`src/rtl/uart_pkg.sv`:
```
// Shared types and constants for the UART echo path.
// Contents: echo FSM state enum, ASCII case-folding constants and a helper
// that folds one lowercase ASCII letter to uppercase.
package uart_pkg;

  typedef enum logic [1:0] {
    IDLE,
    WAIT_BUSY,
    WAIT_DONE
  } echo_state_t;

  localparam logic [7:0] ASCII_LC_A     = 8'h61;
  localparam logic [7:0] ASCII_LC_Z     = 8'h7A;
  localparam logic [7:0] ASCII_CASE_OFS = 8'h20;

  // 'a'..'z' -> 'A'..'Z', everything else unchanged.
  function automatic logic [7:0] fold_upper(input logic [7:0] b);
    if (b >= ASCII_LC_A && b <= ASCII_LC_Z) begin
      return b - ASCII_CASE_OFS;
    end
    return b;
  endfunction

endpackage

```
`src/rtl/uart_echo_ctrl_if.sv`:
```
// Byte-level link between the UART core and the echo controller.
// Signals: rx_data/rx_done (received byte + one-cycle strobe), tx_busy (transmitter
// busy level), tx_start/tx_data (launch pulse + byte), fifo_count (occupancy),
// overflow (dropped-byte pulse).
// Modports: master = echo controller side, slave = UART core / environment side.
interface uart_echo_ctrl_if #(
  parameter int unsigned DEPTH = 8
);
  localparam int unsigned CntW = $clog2(DEPTH) + 1;

  logic [7:0]      rx_data;
  logic            rx_done;
  logic            tx_busy;
  logic            tx_start;
  logic [7:0]      tx_data;
  logic [CntW-1:0] fifo_count;
  logic            overflow;

  modport master (
    input  rx_data, rx_done, tx_busy,
    output tx_start, tx_data, fifo_count, overflow
  );

  modport slave (
    output rx_data, rx_done, tx_busy,
    input  tx_start, tx_data, fifo_count, overflow
  );
endinterface

```
`src/rtl/sync_fifo.sv`:
```
// Single-clock FIFO with show-ahead head output.
// Ports: clk, rst (async, active low); push/din write side; pop read side;
// dout = current head; count = occupancy 0..DEPTH; full/empty flags;
// drop = combinational flag for a push refused because the FIFO is full.
// A push while full is still accepted if a pop happens in the same cycle.
module sync_fifo #(
  parameter int unsigned WIDTH = 8,
  parameter int unsigned DEPTH = 8,
  localparam int unsigned PtrW = $clog2(DEPTH),
  localparam int unsigned CntW = $clog2(DEPTH) + 1
) (
  input  logic             clk,
  input  logic             rst,
  input  logic             push,
  input  logic [WIDTH-1:0] din,
  input  logic             pop,
  output logic [WIDTH-1:0] dout,
  output logic [CntW-1:0]  count,
  output logic             full,
  output logic             empty,
  output logic             drop
);

  logic [WIDTH-1:0] mem [DEPTH];
  logic [PtrW-1:0]  wr_ptr_q, rd_ptr_q;
  logic [CntW-1:0]  count_q, count_d;
  logic             push_ok, do_pop;

  assign full    = (count_q == CntW'(DEPTH));
  assign empty   = (count_q == '0);
  assign do_pop  = pop && !empty;
  assign push_ok = push && (!full || do_pop);
  assign drop    = push && !push_ok;
  assign dout    = mem[rd_ptr_q];
  assign count   = count_q;

  always_comb begin
    count_d = count_q;
    unique case ({push_ok, do_pop})
      2'b10:   count_d = count_q + CntW'(1);
      2'b01:   count_d = count_q - CntW'(1);
      default: count_d = count_q;
    endcase
  end

  // Pointers wrap naturally since DEPTH is a power of two.
  always_ff @(posedge clk or negedge rst) begin
    if (!rst) begin
      wr_ptr_q <= '0;
      rd_ptr_q <= '0;
      count_q  <= '0;
    end else begin
      if (push_ok) wr_ptr_q <= wr_ptr_q + PtrW'(1);
      if (do_pop)  rd_ptr_q <= rd_ptr_q + PtrW'(1);
      count_q <= count_d;
    end
  end

  // Storage needs no reset; occupancy alone decides what is valid.
  always_ff @(posedge clk) begin
    if (push_ok) mem[wr_ptr_q] <= din;
  end

endmodule

```
`src/rtl/uart_echo_ctrl.sv`:
```
// Echo controller: buffers received bytes and replays each one to the UART
// transmitter, optionally folding ASCII lowercase to uppercase.
// Ports: clk; rst (async, active low); bus (master modport) carrying
// rx_data/rx_done in, tx_busy in, tx_start/tx_data out, fifo_count out,
// overflow out. All outputs are registered.
module uart_echo_ctrl
  import uart_pkg::*;
#(
  parameter int unsigned DEPTH     = 8,
  parameter bit          UPPERCASE = 1'b1
) (
  input logic                clk,
  input logic                rst,
  uart_echo_ctrl_if.master   bus
);

  localparam int unsigned CntW = $clog2(DEPTH) + 1;

  echo_state_t     state_q, state_d;
  logic            tx_start_q, tx_start_d;
  logic [7:0]      tx_data_q, tx_data_d;
  logic            overflow_q;
  logic            pop;
  logic [7:0]      head;
  logic [CntW-1:0] count;
  logic            full, empty, drop;

  sync_fifo #(
    .WIDTH(8),
    .DEPTH(DEPTH)
  ) u_fifo (
    .clk  (clk),
    .rst  (rst),
    .push (bus.rx_done),
    .din  (bus.rx_data),
    .pop  (pop),
    .dout (head),
    .count(count),
    .full (full),
    .empty(empty),
    .drop (drop)
  );

  // A launch needs a full busy-high then busy-low cycle before the next one.
  always_comb begin
    state_d    = state_q;
    tx_start_d = 1'b0;
    tx_data_d  = tx_data_q;
    pop        = 1'b0;
    unique case (state_q)
      IDLE: begin
        if (!empty && !bus.tx_busy) begin
          tx_data_d  = UPPERCASE ? fold_upper(head) : head;
          tx_start_d = 1'b1;
          pop        = 1'b1;
          state_d    = WAIT_BUSY;
        end
      end
      WAIT_BUSY: if (bus.tx_busy)  state_d = WAIT_DONE;
      WAIT_DONE: if (!bus.tx_busy) state_d = IDLE;
      default:   state_d = IDLE;
    endcase
  end

  always_ff @(posedge clk or negedge rst) begin
    if (!rst) begin
      state_q    <= IDLE;
      tx_start_q <= 1'b0;
      tx_data_q  <= 8'h00;
      overflow_q <= 1'b0;
    end else begin
      state_q    <= state_d;
      tx_start_q <= tx_start_d;
      tx_data_q  <= tx_data_d;
      overflow_q <= drop;
    end
  end

  assign bus.tx_start   = tx_start_q;
  assign bus.tx_data    = tx_data_q;
  assign bus.fifo_count = count;
  assign bus.overflow   = overflow_q;

  logic unused_full;
  assign unused_full = full;

endmodule

```
`src/flat_wrapper.sv`:
```
// flat-port wrapper written by rule: the top's interface ports become plain ports
module uart_echo_ctrl_flat import uart_pkg::*;
#(
  parameter int unsigned DEPTH     = 8,
  parameter bit          UPPERCASE = 1'b1
)
  (clk, rst, bus_rx_data, bus_rx_done, bus_tx_busy, bus_tx_start, bus_tx_data, bus_fifo_count, bus_overflow);
  uart_echo_ctrl_if #(.DEPTH(DEPTH)) bus_i ();
  input logic clk;
  input logic rst;
  input wire logic [$bits(bus_i.rx_data)-1:0] bus_rx_data;
  input wire logic [$bits(bus_i.rx_done)-1:0] bus_rx_done;
  input wire logic [$bits(bus_i.tx_busy)-1:0] bus_tx_busy;
  output wire logic [$bits(bus_i.tx_start)-1:0] bus_tx_start;
  output wire logic [$bits(bus_i.tx_data)-1:0] bus_tx_data;
  output wire logic [$bits(bus_i.fifo_count)-1:0] bus_fifo_count;
  output wire logic [$bits(bus_i.overflow)-1:0] bus_overflow;
  assign bus_i.rx_data = bus_rx_data;
  assign bus_i.rx_done = bus_rx_done;
  assign bus_i.tx_busy = bus_tx_busy;
  assign bus_tx_start = bus_i.tx_start;
  assign bus_tx_data = bus_i.tx_data;
  assign bus_fifo_count = bus_i.fifo_count;
  assign bus_overflow = bus_i.overflow;
  uart_echo_ctrl #(.DEPTH(DEPTH), .UPPERCASE(UPPERCASE)) u_core (.clk(clk), .rst(rst), .bus(bus_i));
endmodule
```
`config.mk`:
```
export PLATFORM = sky130hd
export DESIGN_NAME = uart_echo_ctrl_flat
export DESIGN_NICKNAME = d
export VERILOG_FILES = /design/src/rtl/uart_pkg.sv /design/src/rtl/uart_echo_ctrl_if.sv /design/src/rtl/sync_fifo.sv /design/src/rtl/uart_echo_ctrl.sv /design/src/flat_wrapper.sv
export SDC_FILE = /design/constraint.sdc
export NUM_CORES = 1
export LEC_CHECK = 0
export ABC_AREA = 1
export CORE_MARGIN = 1
export CORE_UTILIZATION = 45
export CTS_CLUSTER_SIZE = 14
export DETAILED_ROUTE_END_ITERATION = 10
export HOLD_SLACK_MARGIN = 0.05
export SYNTH_ARGS = -nofsm -noshare
export SYNTH_HDL_FRONTEND = slang
export SYNTH_HIERARCHICAL = 1
export SYNTH_SLANG_ARGS = --single-unit
```
`constraint.sdc`:
```
create_clock -name clk -period 3.3 [get_ports clk]
set_clock_uncertainty 0.1 [all_clocks]
set_input_delay 0.66 -clock clk [delete_from_list [all_inputs] [get_ports clk]]
set_output_delay 0.66 -clock clk [all_outputs]
set_load 0.1 [all_outputs]
```
==> impl_metrics.yaml, run 1 <==
run_status:
  status: "complete, no violations"
flow_run:
  cap_violations: 0
logic_synthesis:
  ys_types: 32
  synth_top_area_cell: "edfxtp_1"
  syn-num-nets: 334
  ys_seq_area_share_pct: 67.5
  synth_seq_cells: 86
  syn_area_per_cell_um2: 11.6
  netlist_instances: 316
  synth_area_leaders: "edfxtp_1 (52%), dfrtp_1 (15%), nand2_1 (5.9%)"
  netlist.area_leader.share_pct: 52.5
  syn_area_um2: 3660
  yosysWarnings: 6
critical_path:
  r2r_cells: 11
  crit_family: "flip-flops"
  path_max_fanout: 18
  end_kind: "register"
  cp.depth: 11
  cp.buffers_inverters: 1
  critical_path_class: "register to register"
  critPathLaunch: "u_core/u_fifo/rd_ptr_q[0]"
  cpMostUsedCell: "nand2_1"
  critPathSlowestCell: "dfrtp_1"
  cp.required_ns: 3.45
  crit_arrival_ns: 2.52
  rrSetupSlack_ns: 0.92
  cp-start-kind: "register"
  crit_path_end: "u_core/bus.tx_data[7]"
  r2r-start: "u_core/u_fifo/rd_ptr_q[0]"
  path_cells: "buf_4, mux2i_1, o22ai_1, nand2_1, nand2_1, nor2_1, nand3_1, nand4_1, nand2_1, nand2_1, nand2_1"
  slowest_delay_ns: 0.74
  r2r-end: "u_core/bus.tx_data[7]"
power_and_ir_drop:
  clkPwrFrac_pct: 15.7
  p_per_area_nw_per_um2: 966
  combPwrFrac_pct: 46.0
  share_seq_of_total_power_pct: 38.3
  vdd_drop_max_uv: 537
  total_power_mw: 4.07
  switchingPower_mw: 1.87
  swShare_pct: 46.0
  leakage_nw: 1.70
  intPower_mw: 2.19
route:
  drt_wl_total_mm: 6.83
  viasPerCell: 4.97
  wl_per_cell_um: 14.8
  drc_errors: 0
  ant_nets: 0
  first_iter_violations: 109
  vias: 2297
  drt_pass1_iterations: 4
clock_tree:
  htree_num_levels: 3
  cts.reportedPaths.clkPinSlew_ns: 0.08
  insertion_delay_ns: 0.35
  tritoncts: "done"
  clockBufferDepth: 2
  cts_setup_buffers: 0
  cts-root-buf: "clkbuf_8"
  cts_num_sinks: 86
  cts-resized-gates: 0
  cts_hold_buf: 0
  cts_buffers: 9
cells_and_area:
  area_growth_pct: 14.9
  nNetsFinal: 373
  final_common_cell: "edfxtp_1"
  layout_common_cells: "edfxtp_1 (64), nand2_1 (58), nor2_1 (45)"
  drive_above_1_share_pct: 15.3
  insertedDiodeCount: 0
  stdcell_count: 462
grt:
  grt_use_total_pct: 17.6
  grt_max_degree: 33
  grt.overflow.total: 0
  grt_pass1_vias: 2237
  antenna_found_initial: 0
  grt_pass1_wl_mm: 11.1
timing:
  period_minus_slack_ns: 2.38
  worstMarginPinSlew_ns: 0.615
  setup_viol: 0
  period_share_pct: 72.0
  whs_ns: 0.371
  slew_viol_final: 0
  fmax_mhz: 421
  hold_viol: 0
  fin_tns_setup_ns: 0
  slew-limit-headroom_pct: 59.0
  rsz0062_at_grt: "no"
  layout_setup_ws_ns: 0.925
placement:
  post-place-ws_ns: 0.577
  dp_hpwl_mm: 4.51
  gp_congestion: 0.795
  io_buffers: 25
  dp.cells: 446
floorplan:
  start_util_pct: 46.9
  rows: 32
  die_w_um: 92.2
  ioPinCount: 26
  die_h_um: 92.2
  core_area_um2: 7810
  die_area_um2: 8500
min_path:
  hold_path_class: "register to register"
-- how the worst min path moves through the flow --
stage	from	end	cells past startpoint
after CTS	u_core/state_q[0]	u_core/state_q[1]	1
final	u_core/state_q[0]	u_core/state_q[1]	1
after detailed placement	u_core/state_q[1]	u_core/state_q[0]	1
after global placement	u_core/state_q[0]	u_core/state_q[1]	1
after floorplan	rst	u_core/bus.overflow	0
after global routing	u_core/state_q[0]	u_core/state_q[1]	1
-- per-stage QoR --
stage	instance area [um2]	util, %
2_1_floorplan	3660	-
3_3_place_gp	4040	51.7
3_5_place_dp	4040	51.7
4_1_cts	4210	53.9
5_1_grt	4210	53.9
6_report	4210	53.9
-- state kept, by name (all words and copies together) (netlist names) --
name and flops:
u_core/u_fifo/mem 64, u_core/bus.tx_data 8, u_core/u_fifo/count 4, u_core/u_fifo/rd_ptr_q 3, u_core/u_fifo/wr_ptr_q 3, u_core/state_q 2, u_core/bus.overflow 1, u_core/bus.tx_start 1
-- cells in the mapped netlist --
cell type,count
edfxtp_1,64
nand2_1,58
nor2_1,45
o21ai_0,25
dfrtp_1,22
inv_1,17
nand3_1,13
mux2i_1,8
o21ai_1,8
o22ai_1,8
buf_2,7
ha_1,5
a21oi_1,4
nor3_1,4
xor2_1,4
inv_2,3
nand2_4,3
nand2_2,2
nand4_1,2
o21ai_2,2
a211oi_1,1
buf_4,1
buf_6,1
clkinv_1,1
fa_1,1
inv_4,1
mux2_2,1
nand3_2,1
nor2_2,1
nor3_4,1
or2_4,1
xnor2_1,1
-- layer usage --
layer / global-route usage, % / routed length (um) / vias up / part of all wire [%]
li1: - / - / 1169 / -
met1: 23.4 / 3150 / 1080 / 46
met2: 27.7 / 3270 / 35 / 48
met3: 4.31 / 237 / 13 / 3.5
met4: 7.68 / 173 / 0 / 2.5
met5: 0 / 0 / - / 0
-- cells by family after synthesis --
group	synth area share [%]
AND/OR/NAND/NOR	15.6
flip-flops	67.5
AO/OA/AOI/OAI	7.11
buffers and inverters	3.79
multiplexers	2.49
adder cells (fa/ha/maj)	2.26
XOR/XNOR	1.20
-- worst register-to-register path, stage by stage, from the launching register on --
cell and delay [ns]:
dfrtp_1 0.74, buf_4 0.35, mux2i_1 0.23, o22ai_1 0.11
nand2_1 0.08, nand2_1 0.11, nor2_1 0.15, nand3_1 0.14
nand4_1 0.11, nand2_1 0.05, nand2_1 0.05, nand2_1 0.04
-- power by group through the flow --
| stage | Combinational [mW] | Clock [mW] | Sequential, mW |
|---|---|---|---|
| 3_5_place_dp | 1.88 | 0 | 1.58 |
| 6_report | 1.87 | 0.639 | 1.56 |
| 3_3_place_gp | 1.86 | 0 | 1.58 |
| 4_1_cts | 1.88 | 0.657 | 1.56 |
| 5_1_grt | 2.06 | 0.703 | 1.58 |
| 2_1_floorplan | 0.966 | 0 | 2.05 |
-- area by class of cell --
cell class	instances	area, um2
Multi-Input combinational cell	199	1050
Timing Repair Buffer	37	305
Sequential cell	86	2470
Fill cell	673	3600
Inverter	22	85.1
Tap cell	102	128
Clock buffer	10	128
Clock inverter	6	38.8
No activity file was read; power rests on OpenSTA's default activity.
==> run 2, diff against run 1 <==
==> constraint.sdc (replaced) <==
create_clock -name clk -period 2.3 [get_ports clk]
set_clock_uncertainty 0.1 [all_clocks]
set_input_delay 0.46 -clock clk [delete_from_list [all_inputs] [get_ports clk]]
set_output_delay 0.46 -clock clk [all_outputs]
set_load 0.1 [all_outputs]
==> run 2 against run 1 <==
Effect of this change:
- register-to-register slack worse by 0.72 ns
- combinational power up 59%
- sequential power up 47%
- final cell count up 1.5%
- utilization up 3.7 points
- die area unchanged
- sequential share of layout area down 3.3 points
- clock power up 49%
- critical path depth up 2
- first-iteration DRC count up 17%
- worst setup slack worse by 0.72 ns
- critical endpoint is now u_core/u_fifo/count[3]
- largest power group unchanged
- highest routed layer unchanged
==> impl_metrics.yaml, run 2 (synthesized netlist as in run 1, its figures left out) <==
run_status:
  status: "complete, no violations"
cells_and_area:
  largest_reg_flops: 64
  layout_common_cells: "edfxtp_1 (64), nand2_1 (58), nor2_1 (40)"
  final_common_cell: "edfxtp_1"
  largest_register: "u_core/u_fifo/mem"
  fillers: 655
  insertedDiodeCount: 0
  drive_above_1_share_pct: 23.2
  area_growth_pct: 22.7
  nNetsFinal: 380
route:
  drt_wl_total_mm: 7.25
  drc_errors: 0
  wl_per_cell_um: 15.4
  viasPerCell: 4.98
  drt_pass1_iterations: 4
  ant_nets: 0
  vias: 2337
  first_iter_violations: 128
floorplan:
  die_h_um: 92.2
  die_w_um: 92.2
  ioPinCount: 26
  core_area_um2: 7810
  start_util_pct: 46.9
  rows: 32
  die_area_um2: 8500
critical_path:
  crit_family: "simple AND/OR/NAND/NOR gates"
  cp-start-kind: "register"
  path_cells: "nor2_4, nand2_4, inv_4, nor3_4, nand3_2, inv_2, ha_4, a21oi_2, nand3_1, nand2_1, nand2_1, nand2_1, inv_1"
  critical_path_class: "register to register"
  crit_arrival_ns: 2.25
  path_max_fanout: 5
  slowest_delay_ns: 0.47
  critPathSlowestCell: "dfrtp_4"
  end_kind: "register"
  cp.required_ns: 2.45
  cpMostUsedCell: "nand2_1"
  cp.buffers_inverters: 3
power_and_ir_drop:
  vdd_drop_max_uv: 526
  total_power_mw: 6.22
  p_per_area_nw_per_um2: 1390
  leakage_nw: 1.78
min_path:
  hold_path_class: "primary input to asynchronous set/reset pin"
grt:
  antenna_found_initial: 0
  grt_pass1_wl_mm: 12.0
  grt_max_degree: 23
  grt_use_total_pct: 19.1
  grt.overflow.total: 0
  grt_pass1_vias: 2308
clock_tree:
  cts-root-buf: "clkbuf_8"
  insertion_delay_ns: 0.34
  cts_num_sinks: 86
  clockBufferDepth: 2
  cts_buffers: 9
  cts.reportedPaths.clkPinSlew_ns: 0.09
  htree_num_levels: 3
  cts_hold_buf: 0
  tritoncts: "done"
flow_run:
  cap_violations: 0
timing:
  layout_setup_ws_ns: 0.201
  period_share_pct: 91.3
  slew_viol_final: 0
  worstMarginPinSlew_ns: 0.408
  setup_viol: 0
  period_minus_slack_ns: 2.10
  rsz0062_at_grt: "no"
  fmax_mhz: 476
  slew-limit-headroom_pct: 72.7
  hold_viol: 0
placement:
  post-place-ws_ns: -0.104
  dp_hpwl_mm: 5.07
  gp_congestion: 0.746
  io_buffers: 25
==> run 2: cell count changes in the layout (fill, tap and decap cells not counted), moves of 4 or more <==
| cell | previous run | this run |
|---|---|---|
| nor3_4 | 1 | 5 |
| dfrtp_1 | 22 | 16 |
| dfrtp_4 | 0 | 4 |
| nor3_1 | 4 | 0 |
| nor2_1 | 45 | 40 |
| buf_12 | 0 | 6 |
| nor2_4 | 0 | 5 |
==> run 2: timing repair <==
action	CTS	global route
endpoints found under the hold margin	0	0
resized for setup	0	2
endpoints found under the setup margin	0	3
buffers inserted	0	0
==> run 2: layout make-up <==
class	count	area [um2]	area share, %
clock buffers	10	128	2.84
inverters	22	87.6	1.95
well taps	102	128	2.84
clock inverters	6	46.3	1.03
flip-flops and latches	86	2490	55.4
multi-input cells	199	1180	26.3
repair buffers	44	433	9.64
==> run 2: where the power goes <==
part	switching (mW)	leakage, nW	internal [mW]	total, mW
sequential	0.268	0.844	2.03	2.30
clock	0.549	0.0847	0.402	0.951
combinational	2.04	0.847	0.929	2.97
total	2.86	1.78	3.36	6.22
==> run 2: final timing paths <==
| check | slack (ns) | cells past startpoint | to | from |
|---|---|---|---|---|
| max | 0.20 | 13 | u_core/u_fifo/count[3] | u_core/u_fifo/count[0] |
| min | 0.36 | 2 | u_core/bus.tx_data[3] | rst |
| max reg2reg | 0.20 | 13 | u_core/u_fifo/count[3] | u_core/u_fifo/count[0] |
| min reg2reg | 0.37 | 1 | u_core/state_q[0] | u_core/state_q[1] |
| max in group asynchronous | 1.48 | 2 | u_core/u_fifo/count[3] | rst |
| min in group clk | 0.37 | 1 | u_core/state_q[0] | u_core/state_q[1] |
==> run 2: through the flow <==
step	cell area, um2	hold slack [ns]	util, %	TNS [ns]	std cells
floorplan	3810	0.0644	-	-1.22	316
global placement	4320	0.355	55.3	-0.604	453
detailed placement	4320	0.363	55.3	-0.915	453
CTS	4490	0.366	57.5	0	469
global route	4490	0.377	57.5	0	469
finish	4490	0.361	57.5	0	469
==> run 2: per-layer routing <==
metal | global-route usage (%) | part of all wire (%)
met5 | 0 | 0
met4 | 5.08 | 0.92
met3 | 4.98 | 3.3
met1 | 27.0 | 49
met2 | 29.3 | 47
